**src/rtl/dual_cache_pkg.sv**
```systemverilog
// Shared definitions for the dual private-cache subsystem: request field
// layout, cache geometry and the per-cache controller state encoding.
package dual_cache_pkg;

    localparam int REQ_W        = 25;
    localparam int WE_BIT       = 24;
    localparam int DATA_HI      = 23;
    localparam int DATA_LO      = 16;
    localparam int ADDR_W       = 16;
    localparam int WORD_W       = 16;
    localparam int BYTE_W       = 8;

    localparam int DC_NUM_LINES = 16;
    localparam int DC_IDX_W     = $clog2(DC_NUM_LINES);
    localparam int DC_TAG_W     = ADDR_W - 1 - DC_IDX_W;

    // Line address = byte address without the offset bit; used for snooping.
    localparam int LINE_W       = ADDR_W - 1;

    typedef enum logic [1:0] {
        ST_IDLE     = 2'd0,
        ST_LOOKUP   = 2'd1,
        ST_MEM_WAIT = 2'd2,
        ST_DONE     = 2'd3
    } cache_state_e;

    // Even byte lives in the low half of a line word, odd byte in the high half.
    function automatic logic [BYTE_W-1:0] select_byte(input logic [WORD_W-1:0] word,
                                                      input logic              odd);
        return odd ? word[WORD_W-1:BYTE_W] : word[BYTE_W-1:0];
    endfunction

endpackage

```
**src/rtl/dual_cache_top_cache_controller.sv**
```systemverilog
// One direct-mapped, write-through, write-allocate cache with 2-byte lines.
// Outputs are registered and follow the FSM state by one clock.  A peer write
// seen on the snoop input invalidates a matching line here and, if this cache
// is mid-miss on that same line, prevents the returning word from being
// installed so a stale copy can never become valid.
//
//   state       | meaning
//   ST_IDLE     | waiting for a CPU request
//   ST_LOOKUP   | tag/valid check on the captured request
//   ST_MEM_WAIT | memory request outstanding (read miss or any write)
//   ST_DONE     | result presented, waiting for CPU to drop its request
module cache_controller
    import dual_cache_pkg::*;
#(
    parameter int NUM_LINES = DC_NUM_LINES
) (
    input  logic              clock,
    input  logic              reset,
    input  logic [REQ_W-1:0]  cpu_request,
    input  logic              cpu_request_ready,
    input  logic [WORD_W-1:0] memory_response,
    input  logic              memory_response_ready,
    output logic [BYTE_W-1:0] data_out,
    output logic              data_out_ready,
    output logic [REQ_W-1:0]  memory_request,
    output logic              memory_request_ready,
    input  logic              snoop_in_valid,
    input  logic [LINE_W-1:0] snoop_in_line,
    output logic              snoop_out_valid,
    output logic [LINE_W-1:0] snoop_out_line
);

    localparam int IDX_W = $clog2(NUM_LINES);
    localparam int TAG_W = ADDR_W - 1 - IDX_W;

    cache_state_e r_state;
    cache_state_e w_next_state;

    logic              r_we;
    logic [BYTE_W-1:0] r_wdata;
    logic [ADDR_W-1:0] r_addr;

    logic [NUM_LINES-1:0] r_valid;
    logic [TAG_W-1:0]     r_tag  [NUM_LINES];
    logic [WORD_W-1:0]    r_data [NUM_LINES];

    logic [BYTE_W-1:0] r_data_out;
    logic              r_data_out_ready;
    logic              r_mem_req_ready;
    logic              r_fill_kill;

    logic [IDX_W-1:0] w_idx;
    logic [TAG_W-1:0] w_tag;
    logic             w_hit;
    logic             w_resp_accept;
    logic [IDX_W-1:0] w_snp_idx;
    logic [TAG_W-1:0] w_snp_tag;
    logic             w_snp_hit;
    logic             w_snp_same_line;
    logic             w_kill_fill;

    assign w_idx = r_addr[IDX_W:1];
    assign w_tag = r_addr[ADDR_W-1:IDX_W+1];
    assign w_hit = r_valid[w_idx] && (r_tag[w_idx] == w_tag);

    // A response only counts once the request is actually visible on the bus.
    assign w_resp_accept = (r_state == ST_MEM_WAIT) && r_mem_req_ready && memory_response_ready;

    assign w_snp_idx       = snoop_in_line[IDX_W-1:0];
    assign w_snp_tag       = snoop_in_line[LINE_W-1:IDX_W];
    assign w_snp_hit       = snoop_in_valid && r_valid[w_snp_idx] && (r_tag[w_snp_idx] == w_snp_tag);
    assign w_snp_same_line = snoop_in_valid && (snoop_in_line == r_addr[ADDR_W-1:1]);
    assign w_kill_fill     = r_fill_kill || w_snp_same_line;

    assign snoop_out_valid = (r_state == ST_MEM_WAIT) && r_we;
    assign snoop_out_line  = r_addr[ADDR_W-1:1];

    assign data_out             = r_data_out;
    assign data_out_ready       = r_data_out_ready;
    assign memory_request_ready = r_mem_req_ready;
    assign memory_request       = r_mem_req_ready
                                ? {r_we, (r_we ? r_wdata : {BYTE_W{1'b0}}), r_addr}
                                : '0;

    // State register.
    always_ff @(posedge clock) begin
        if (reset) begin
            r_state <= ST_IDLE;
        end else begin
            r_state <= w_next_state;
        end
    end

    // Next-state decode.
    always_comb begin
        w_next_state = r_state;
        case (r_state)
            ST_IDLE: begin
                if (cpu_request_ready) begin
                    w_next_state = ST_LOOKUP;
                end
            end
            ST_LOOKUP: begin
                if (!r_we && w_hit) begin
                    w_next_state = ST_DONE;
                end else begin
                    w_next_state = ST_MEM_WAIT;
                end
            end
            ST_MEM_WAIT: begin
                if (w_resp_accept) begin
                    w_next_state = ST_DONE;
                end
            end
            ST_DONE: begin
                if (r_data_out_ready && !cpu_request_ready) begin
                    w_next_state = ST_IDLE;
                end
            end
            default: w_next_state = ST_IDLE;
        endcase
    end

    // Capture the CPU request when leaving IDLE.
    always_ff @(posedge clock) begin
        if (reset) begin
            r_we    <= 1'b0;
            r_wdata <= '0;
            r_addr  <= '0;
        end else if (r_state == ST_IDLE && cpu_request_ready) begin
            r_we    <= cpu_request[WE_BIT];
            r_wdata <= cpu_request[DATA_HI:DATA_LO];
            r_addr  <= cpu_request[ADDR_W-1:0];
        end
    end

    // Registered handshake outputs, read data and the sticky fill-suppress flag.
    always_ff @(posedge clock) begin
        if (reset) begin
            r_data_out       <= '0;
            r_data_out_ready <= 1'b0;
            r_mem_req_ready  <= 1'b0;
            r_fill_kill      <= 1'b0;
        end else begin
            r_mem_req_ready  <= (r_state == ST_MEM_WAIT) && !w_resp_accept;
            r_data_out_ready <= (r_state == ST_DONE) && (w_next_state != ST_IDLE);
            r_fill_kill      <= ((r_state == ST_LOOKUP) ||
                                 (r_state == ST_MEM_WAIT && !w_resp_accept)) && w_kill_fill;
            if (r_state == ST_LOOKUP && !r_we && w_hit) begin
                r_data_out <= select_byte(r_data[w_idx], r_addr[0]);
            end else if (w_resp_accept) begin
                r_data_out <= select_byte(memory_response, r_addr[0]);
            end
        end
    end

    // Line storage: fill on response, invalidate on a matching peer write.
    always_ff @(posedge clock) begin
        if (reset) begin
            for (int i = 0; i < NUM_LINES; i++) begin
                r_valid[i] <= 1'b0;
                r_tag[i]   <= '0;
                r_data[i]  <= '0;
            end
        end else begin
            if (w_resp_accept) begin
                r_data[w_idx]  <= memory_response;
                r_tag[w_idx]   <= w_tag;
                r_valid[w_idx] <= !w_kill_fill;
            end
            // A same-index fill either replaces the snooped tag or is already killed.
            if (w_snp_hit && !(w_resp_accept && w_snp_idx == w_idx)) begin
                r_valid[w_snp_idx] <= 1'b0;
            end
        end
    end

endmodule

```
**src/rtl/dual_cache_top.sv**
```systemverilog
// Two private caches with write-invalidate coherence: each cache's outgoing
// write address is fed to the other cache's snoop input.
module dual_cache_top
    import dual_cache_pkg::*;
#(
    parameter int NUM_LINES = DC_NUM_LINES
) (
    input  logic              clock,
    input  logic              reset,
    input  logic [REQ_W-1:0]  cpu_request_0,
    input  logic              cpu_request_ready_0,
    input  logic [WORD_W-1:0] memory_response_0,
    input  logic              memory_response_ready_0,
    output logic [BYTE_W-1:0] data_out_0,
    output logic              data_out_ready_0,
    output logic [REQ_W-1:0]  memory_request_0,
    output logic              memory_request_ready_0,
    input  logic [REQ_W-1:0]  cpu_request_1,
    input  logic              cpu_request_ready_1,
    input  logic [WORD_W-1:0] memory_response_1,
    input  logic              memory_response_ready_1,
    output logic [BYTE_W-1:0] data_out_1,
    output logic              data_out_ready_1,
    output logic [REQ_W-1:0]  memory_request_1,
    output logic              memory_request_ready_1
);

    logic              w_snoop_valid_0;
    logic [LINE_W-1:0] w_snoop_line_0;
    logic              w_snoop_valid_1;
    logic [LINE_W-1:0] w_snoop_line_1;

    cache_controller #(.NUM_LINES(NUM_LINES)) u_cache_0 (
        .clock                 (clock),
        .reset                 (reset),
        .cpu_request           (cpu_request_0),
        .cpu_request_ready     (cpu_request_ready_0),
        .memory_response       (memory_response_0),
        .memory_response_ready (memory_response_ready_0),
        .data_out              (data_out_0),
        .data_out_ready        (data_out_ready_0),
        .memory_request        (memory_request_0),
        .memory_request_ready  (memory_request_ready_0),
        .snoop_in_valid        (w_snoop_valid_1),
        .snoop_in_line         (w_snoop_line_1),
        .snoop_out_valid       (w_snoop_valid_0),
        .snoop_out_line        (w_snoop_line_0)
    );

    cache_controller #(.NUM_LINES(NUM_LINES)) u_cache_1 (
        .clock                 (clock),
        .reset                 (reset),
        .cpu_request           (cpu_request_1),
        .cpu_request_ready     (cpu_request_ready_1),
        .memory_response       (memory_response_1),
        .memory_response_ready (memory_response_ready_1),
        .data_out              (data_out_1),
        .data_out_ready        (data_out_ready_1),
        .memory_request        (memory_request_1),
        .memory_request_ready  (memory_request_ready_1),
        .snoop_in_valid        (w_snoop_valid_0),
        .snoop_in_line         (w_snoop_line_0),
        .snoop_out_valid       (w_snoop_valid_1),
        .snoop_out_line        (w_snoop_line_1)
    );

endmodule

```
**config.mk**
```make
export PLATFORM = sky130hd
export DESIGN_NAME = dual_cache_top
export DESIGN_NICKNAME = d
export VERILOG_FILES = /design/src/rtl/dual_cache_pkg.sv /design/src/rtl/dual_cache_top_cache_controller.sv /design/src/rtl/dual_cache_top.sv
export SDC_FILE = /design/constraint.sdc
export NUM_CORES = 2
export LEC_CHECK = 0
export BUFFER_PORTS_ARGS = -buffer_cell sky130_fd_sc_hd__buf_2
export CORE_MARGIN = 2
export CORE_UTILIZATION = 40
export DETAILED_ROUTE_END_ITERATION = 12
export GPL_TIMING_DRIVEN = 0
export RECOVER_POWER = 100
export SYNTH_ARGS = -nofsm -noshare
export SYNTH_HDL_FRONTEND = slang
export SYNTH_SLANG_ARGS = --single-unit
```
**constraint.sdc**
```tcl
create_clock -name clock -period 8.9 [get_ports clock]
set_clock_uncertainty 0.15 [all_clocks]
set_input_delay 0.445 -clock clock [delete_from_list [all_inputs] [get_ports clock]]
set_output_delay 0.445 -clock clock [all_outputs]
set_load 0.01 [all_outputs]
```
## After elaboration in Yosys (flattened, before gate mapping)

Memories as Yosys holds them, arrays and structs flattened. A register that Yosys moved wholly into a read port is not among the register bits.
Index checks and enable logic that the tools add are counted.

- Bits of input ports: 88
- Bits in writable memories: 864
- Memories: 4
- Logic and storage cells: 178
- Register bits after elaboration: 108
- Output and inout port bits: 70

- Muxes and demuxes: 74
- Bitwise operators: 4
- $lt $le $gt $ge: 4
- Reductions and logical operators: 60
- Equality and inequality tests: 14

Memories:

| memory | words | bits a word | read ports | clocked after Yosys merged registers in | write ports | RTL line | source |
|---|---|---|---|---|---|---|---|
| u_cache_0.r_data | 16 | 16 | 1 | 1 | 16 | dual_cache_top_cache_controller.sv:45 | `logic [WORD_W-1:0] r_data [NUM_LINES];` |
| u_cache_1.r_data | 16 | 16 | 1 | 1 | 16 | dual_cache_top_cache_controller.sv:45 |  |
| u_cache_0.r_tag | 16 | 11 | 2 | 2 | 16 | dual_cache_top_cache_controller.sv:44 | `logic [TAG_W-1:0] r_tag [NUM_LINES];` |
| u_cache_1.r_tag | 16 | 11 | 2 | 2 | 16 | dual_cache_top_cache_controller.sv:44 |  |

Operators with widths:

| kind | number |
|---|---|
| $mux 16 | 8 |
| $mux 8 | 10 |
| $mux 4 | 16 |
| $mux 25 | 2 |
| $eq 11x11->1 | 4 |
| $logic_and 1x1->1 | 36 |
| $and 16x16->16 | 2 |
| $bwmux 16 | 2 |
| $not 16->16 | 2 |
| $reduce_or 16->1 | 2 |
| $eq 15x15->1 | 2 |
| $mux 11 | 2 |
| $reduce_or 11->1 | 2 |
| $mux 1 | 20 |
| $bmux 1 s4 | 4 |
| $pmux 2 s4 | 2 |
| $mux 2 | 6 |
| $logic_not 1->1 | 10 |
| $lt 4x5->1 const B | 2 |
| $demux 1 s4 | 2 |
| $eq 2x2->1 const B | 4 |
| $eq 4x4->1 | 2 |
| $ge 4x1->1 const B | 2 |
| $reduce_bool 2->1 | 4 |
| other kinds (3) | 8 |

## Longest topological paths before layout

- Depth after elaboration: 10
- Depth in mapped cells: 12
- Gate-level depth less buffers: 7

## Cells and area by module

Synthesis repeated with hierarchy kept, for this count alone.

- Cells, all modules: 3,627
- Area total of the unflattened synthesis: 49,263.5 um^2

By module, submodules not included:

| module | seq. area each (um^2) | cells each | area each (um^2) | times used |
|---|---|---|---|---|
| cache_controller at u_cache_0 | 14,133.6 | 1,837 | 24,805.0 | 1 |
| cache_controller at u_cache_1 | 14,133.6 | 1,790 | 24,458.5 | 1 |

## Worst setup path after synthesis

No wires, ideal clock.

- Kind: reg2reg
- Start: reg with a tool-made name
- End: reg u_cache_0.r_data_out[7], in the netlist u_cache_0.data_out[7]
- Data required time: 8,629 ps
- Arrival time: 3,080 ps
- Clock period less this slack: 3,351 ps
- Setup time: 121 ps
- Buffers on the path: 5
- Path slack: 5,549 ps
- Stages on the path, launching flop included: 11
- Cell sequence: dfxtp_1 buf_4 buf_4 buf_4 buf_4 buf_1 mux4_2 mux4_2 mux2i_1 nor2_1 mux2_2

RTL lines:

| element | RTL line | source |
|---|---|---|
| end signal, assigned | dual_cache_top_cache_controller.sv:150 | `r_data_out <= select_byte(r_data[w_idx], r_addr[0]);` |
| end signal, assigned | dual_cache_top_cache_controller.sv:152 | `r_data_out <= select_byte(memory_response, r_addr[0]);` |
| end, declared | dual_cache_top_cache_controller.sv:47 | `logic [BYTE_W-1:0] r_data_out;` |

==> results_tabular.tex <==
\begin{tabular}{lr}
\hline
Metric & Value \\
\hline
\multicolumn{2}{l}{\textbf{Outcome}} \\
\quad Run status & complete, but fails checks \\
\quad Failing checks & max-capacitance violations, max-slew violations \\
\multicolumn{2}{l}{\textbf{CTS}} \\
\quad CTS tree & yes \\
\quad \# Post-CTS Setup Buffers & 0 \\
\quad Sinks on the clock net & 980 \\
\quad Clk slew on worst S/H paths & 0.06 ns \\
\quad Clk Tree Root Cell & sky130\_fd\_sc\_hd\_\_clkbuf\_16 \\
\quad Buffer depth of the longest clock path & 3 \\
\quad Number of buffers added by the clock tree synthesis step & 105 \\
\quad Clock latency on the worst-skew pair & 0.71 ns \\
\quad Clock H-tree levels & 3 \\
\multicolumn{2}{l}{\textbf{Synth}} \\
\quad Synth warn & 0 \\
\quad Area of the mapped netlist & 0.0482 mm\^{}2 \\
\quad Number of nets in the synthesized netlist & 3437 \\
\quad Post-synth top flop & sky130\_fd\_sc\_hd\_\_edfxtp\_1 \\
\quad Part of the Yosys area used for sequential elements & 0.586 \\
\quad Post-synthesis async set-or-reset flop share & 0 \\
\quad Yosys reg bits & 980 \\
\quad Post-synth EDFFs & 864 \\
\quad Distinct cell type count after synthesis & 55 \\
\quad Mean post-synth cell area & 14.4 um\^{}2 \\
\quad Number of instances in the synthesized netlist & 3349 \\
\multicolumn{2}{l}{\textbf{Setup path}} \\
\quad Crit path max-delay family & buffers and inverters \\
\quad Critical path capture point type & flip-flop \\
\quad Cell type of the slowest stage on the worst timing path & sky130\_fd\_sc\_hd\_\_nor4\_1 \\
\quad Buffers and inverters on the worst path & 4 \\
\quad Type of the worst setup path & reg2reg \\
\quad Maximum fanout along the worst path & 10 \\
\quad Cell mode on critical path & sky130\_fd\_sc\_hd\_\_clkbuf\_1 \\
\quad Launching element type of the critical path & flip-flop \\
\quad Required time at the worst-slack endpoint & 9.35 ns \\
\quad CP arrival & 7.76 ns \\
\quad FF-to-FF setup slack & 1.58 ns \\
\quad Slowest cell delay on critical path & 2.57 ns \\
\quad Critical-path cell list & buf\_2 > clkbuf\_1 > clkbuf\_1 > clkbuf\_1 > a41oi\_1 > nor4\_1 > mux2\_2 \\
\multicolumn{2}{l}{\textbf{Placed design}} \\
\quad Half-perimeter wire length of the detailed placement result & 123000 um \\
\quad Cell area after placement & 0.0518 mm\^{}2 \\
\quad Number of buffers added on ports & 156 \\
\quad Dpl ws & 3.28 ns \\
\quad Final Wtd Congestion & 0.943 \\
\multicolumn{2}{l}{\textbf{Timing}} \\
\quad Setup TNS & 0 ns \\
\quad Final setup slack of the worst path & 1.58 ns \\
\quad Final Max Tran Viols & 586 \\
\quad Hold Slack & 0.0319 ns \\
\quad RSZ-0062 raised after global routing & false \\
\quad Post-layout min period & 7.32 ns \\
\quad Final number of setup-violating endpoints & 0 \\
\quad Tightest slew margin relative to the limit & -1.20 \\
\quad Final hold viol count & 0 \\
\quad Peak Freq & 0.137 GHz \\
\quad Ratio of final minimum period to clock period & 0.822 \\
\quad Slew of the pin with the lowest slew margin & 3.28 ns \\
\multicolumn{2}{l}{\textbf{Die}} \\
\quad Standard-cell rows & 127 \\
\quad Initial core utilization & 0.403 \\
\quad Area of the placeable core & 0.120 mm\^{}2 \\
\quad Number of placed I/O pins & 158 \\
\quad Die outline width & 351 um \\
\quad Y dimension of the die & 351 um \\
\quad Die area & 0.123 mm\^{}2 \\
\multicolumn{2}{l}{\textbf{Finish}} \\
\quad Share of final-layout standard cells stronger than drive strength 1 & 0.181 \\
\quad Layout Nets & 3798 \\
\quad Area growth syn-to-layout & 14.7\% \\
\quad Number of fill cells & 10700 \\
\quad Utilization of the core after routing & 0.462 \\
\quad Final Cell Area & 0.0553 mm\^{}2 \\
\multicolumn{2}{l}{\textbf{Routing}} \\
\quad Per-cell routed wire length & 33.0 um \\
\quad Final routed wirelength across all metal layers & 179000 um \\
\quad 1st-iter DRT viols & 5005 \\
\quad Vias per cell & 5.98 \\
\quad Via total after detailed routing & 32400 \\
\quad Final antenna-violating net count & 0 \\
\quad Detailed-router iteration count before antenna repair & 6 \\
\quad Remaining design rule violation count & 0 \\
\multicolumn{2}{l}{\textbf{Global route}} \\
\quad Global-route wire length before repair & 246000 um \\
\quad Largest net degree at the start of global routing & 28 \\
\quad Number of global-route vias before repair & 31700 \\
\quad Total overflow reported by the global router & 0 \\
\quad Total routing usage reported by global routing & 0.289 \\
\quad Initial antenna violation count & 16 \\
\multicolumn{2}{l}{\textbf{Job}} \\
\quad Maximum Capacitance Violations & 32 \\
\multicolumn{2}{l}{\textbf{Pwr}} \\
\quad Static leakage power & 18.9 nW \\
\quad Maximum ir drop on the vdd rail & 0.167 mV \\
\quad Power density relative to cell area & 200 mW/mm\^{}2 \\
\multicolumn{2}{l}{\textbf{Min path}} \\
\quad Classification of the worst-slack hold path & in2reg \\
\hline
\end{tabular}
worst reg2reg max path, stage by stage, from the launching register on:
cell and delay [ns]:
sky130_fd_sc_hd__dfxtp_1 0.72, sky130_fd_sc_hd__buf_2 0.66, sky130_fd_sc_hd__clkbuf_1 0.80, sky130_fd_sc_hd__clkbuf_1 0.78
sky130_fd_sc_hd__clkbuf_1 0.80, sky130_fd_sc_hd__a41oi_1 0.22, sky130_fd_sc_hd__nor4_1 2.57, sky130_fd_sc_hd__mux2_2 0.51
worst paths after layout:
| path | start | end | depth (start not counted) |
|---|---|---|---|
| max | flip-flop | u_cache_1.data_out[0]$_SDFFE_PP0P_ | 7 |
| min | cpu_request_ready_1 | u_cache_1.data_out_ready$_SDFF_PP0_ | 3 |
| max reg2reg | flip-flop | u_cache_1.data_out[0]$_SDFFE_PP0P_ | 7 |
| min reg2reg | u_cache_0.r_wdata[0]$_SDFFE_PP0P_ | u_cache_0.r_wdata[0]$_SDFFE_PP0P_ | 2 |
power by group:
part	internal (mW)	total, mW	leakage, nW	switching [mW]
Combinational	0.428	1.22	7.26	0.789
Clock	2.71	4.65	1.75	1.94
Sequential	5.15	5.22	9.87	0.0772
per-layer routing:
layer | GRT usage | share of wire | vias up
met1 | 0.405 | 0.39 | 16600
met5 | 0 | 0.00012 | -
met4 | 0.107 | 0.038 | 4
met3 | 0.0776 | 0.13 | 336
li1 | - | - | 13200
met2 | 0.431 | 0.44 | 2299
through the flow:
step	power, mW	cells
after floorplan	5.97	3349
after global placement	6.47	5117
after detailed placement	6.51	5153
after CTS	11.1	5411
after global routing	11.3	5412
final	11.1	5418
state kept, by name, indices dropped and copies added (netlist names), 8 cells and up, named ones only:
signal,flops
u_cache_0.r_data,256
u_cache_0.r_wdata,8
u_cache_1.r_data,256
u_cache_0.r_tag,176
u_cache_0.r_addr,16
u_cache_1.r_tag,176
u_cache_1.data_out,8
u_cache_1.r_wdata,8
u_cache_0.r_valid,16
u_cache_0.data_out,8
u_cache_1.r_addr,16
u_cache_1.r_valid,16
layout by cell type (no fill, tap or decap), types with 62 or more instances in the layout:
master                            n
sky130_fd_sc_hd__nor2_1          69
sky130_fd_sc_hd__mux4_2         341
sky130_fd_sc_hd__nand2_1        126
sky130_fd_sc_hd__and2_0         459
sky130_fd_sc_hd__dlygate4sd3_1   62
sky130_fd_sc_hd__mux2i_1        136
sky130_fd_sc_hd__and2_1         411
sky130_fd_sc_hd__dfxtp_1        116
sky130_fd_sc_hd__a21oi_1         98
sky130_fd_sc_hd__edfxtp_1       864
sky130_fd_sc_hd__buf_2          153
sky130_fd_sc_hd__clkbuf_16      107
sky130_fd_sc_hd__clkbuf_1       349
Yosys cell counts (2+ instances only):
library cell	number	area share
sky130_fd_sc_hd__a311oi_1	2	0.00036
sky130_fd_sc_hd__buf_1	22	0.0017
sky130_fd_sc_hd__a22oi_1	47	0.0073
sky130_fd_sc_hd__or3_1	3	0.00039
sky130_fd_sc_hd__nand2b_1	14	0.0018
sky130_fd_sc_hd__buf_6	3	0.00070
sky130_fd_sc_hd__buf_2	45	0.0047
sky130_fd_sc_hd__edfxtp_1	864	0.54
sky130_fd_sc_hd__nor2_1	69	0.0054
sky130_fd_sc_hd__and2_1	870	0.11
sky130_fd_sc_hd__nor3_1	57	0.0059
sky130_fd_sc_hd__buf_4	10	0.0016
sky130_fd_sc_hd__a41oi_1	14	0.0025
sky130_fd_sc_hd__nand3_1	8	0.00083
sky130_fd_sc_hd__xnor2_1	47	0.0085
sky130_fd_sc_hd__o211ai_1	2	0.00031
sky130_fd_sc_hd__mux2_2	20	0.0047
sky130_fd_sc_hd__a21oi_1	98	0.010
sky130_fd_sc_hd__o31a_1	2	0.00036
sky130_fd_sc_hd__and3_1	37	0.0048
sky130_fd_sc_hd__nor2b_1	14	0.0018
sky130_fd_sc_hd__clkbuf_1	234	0.018
sky130_fd_sc_hd__mux4_2	341	0.16
sky130_fd_sc_hd__nor4_1	9	0.0012
sky130_fd_sc_hd__inv_1	36	0.0028
sky130_fd_sc_hd__o2111ai_1	5	0.00091
sky130_fd_sc_hd__xor2_1	25	0.0045
sky130_fd_sc_hd__a31oi_1	13	0.0017
sky130_fd_sc_hd__nand4_1	6	0.00078
sky130_fd_sc_hd__mux2i_1	136	0.028
sky130_fd_sc_hd__dfxtp_1	116	0.048
sky130_fd_sc_hd__o21ai_0	7	0.00073
sky130_fd_sc_hd__nand2_1	126	0.0098
sky130_fd_sc_hd__mux4_1	3	0.0016
sky130_fd_sc_hd__clkinv_1	3	0.00023
sky130_fd_sc_hd__a22o_1	2	0.00036
sky130_fd_sc_hd__o22ai_1	2	0.00026
sky130_fd_sc_hd__a211oi_1	18	0.0028
sky130_fd_sc_hd__nor3b_1	2	0.00031
sky130_fd_sc_hd__a21o_1	2	0.00031
final cells by class:
| class | instances | area (um^2) | area share |
|---|---|---|---|
| antenna | 7 | 17.5 | 0.000317 |
| sequential | 980 | 28300 | 0.511 |
| clock buffer | 139 | 2840 | 0.0513 |
| inverter | 39 | 146 | 0.00265 |
| multi-input combinational | 2016 | 18500 | 0.335 |
| timing repair buffer | 254 | 1490 | 0.0269 |
| clock inverter | 57 | 738 | 0.0133 |
| tap | 1612 | 2020 | 0.0365 |
| buffer | 314 | 1290 | 0.0233 |
timing repair:
item | in CTS | in global routing
hold buffers | 62 | 0
setup endpoints to repair | 0 | 0
endpoints found under the hold margin | 122 | 0
resized for setup | 0 | 0
kinds of logic after synthesis:
group	after synthesis	share of synthesized area
muxes	500	0.194
DFF	980	0.586
xor gates and xnor gates	72	0.0131
and+or+nand+nor	1219	0.147
buffers and inverters	353	0.0299
AOI/OAI and AO/OA	225	0.0303
Note: power is estimated with default switching activity, not from simulation.
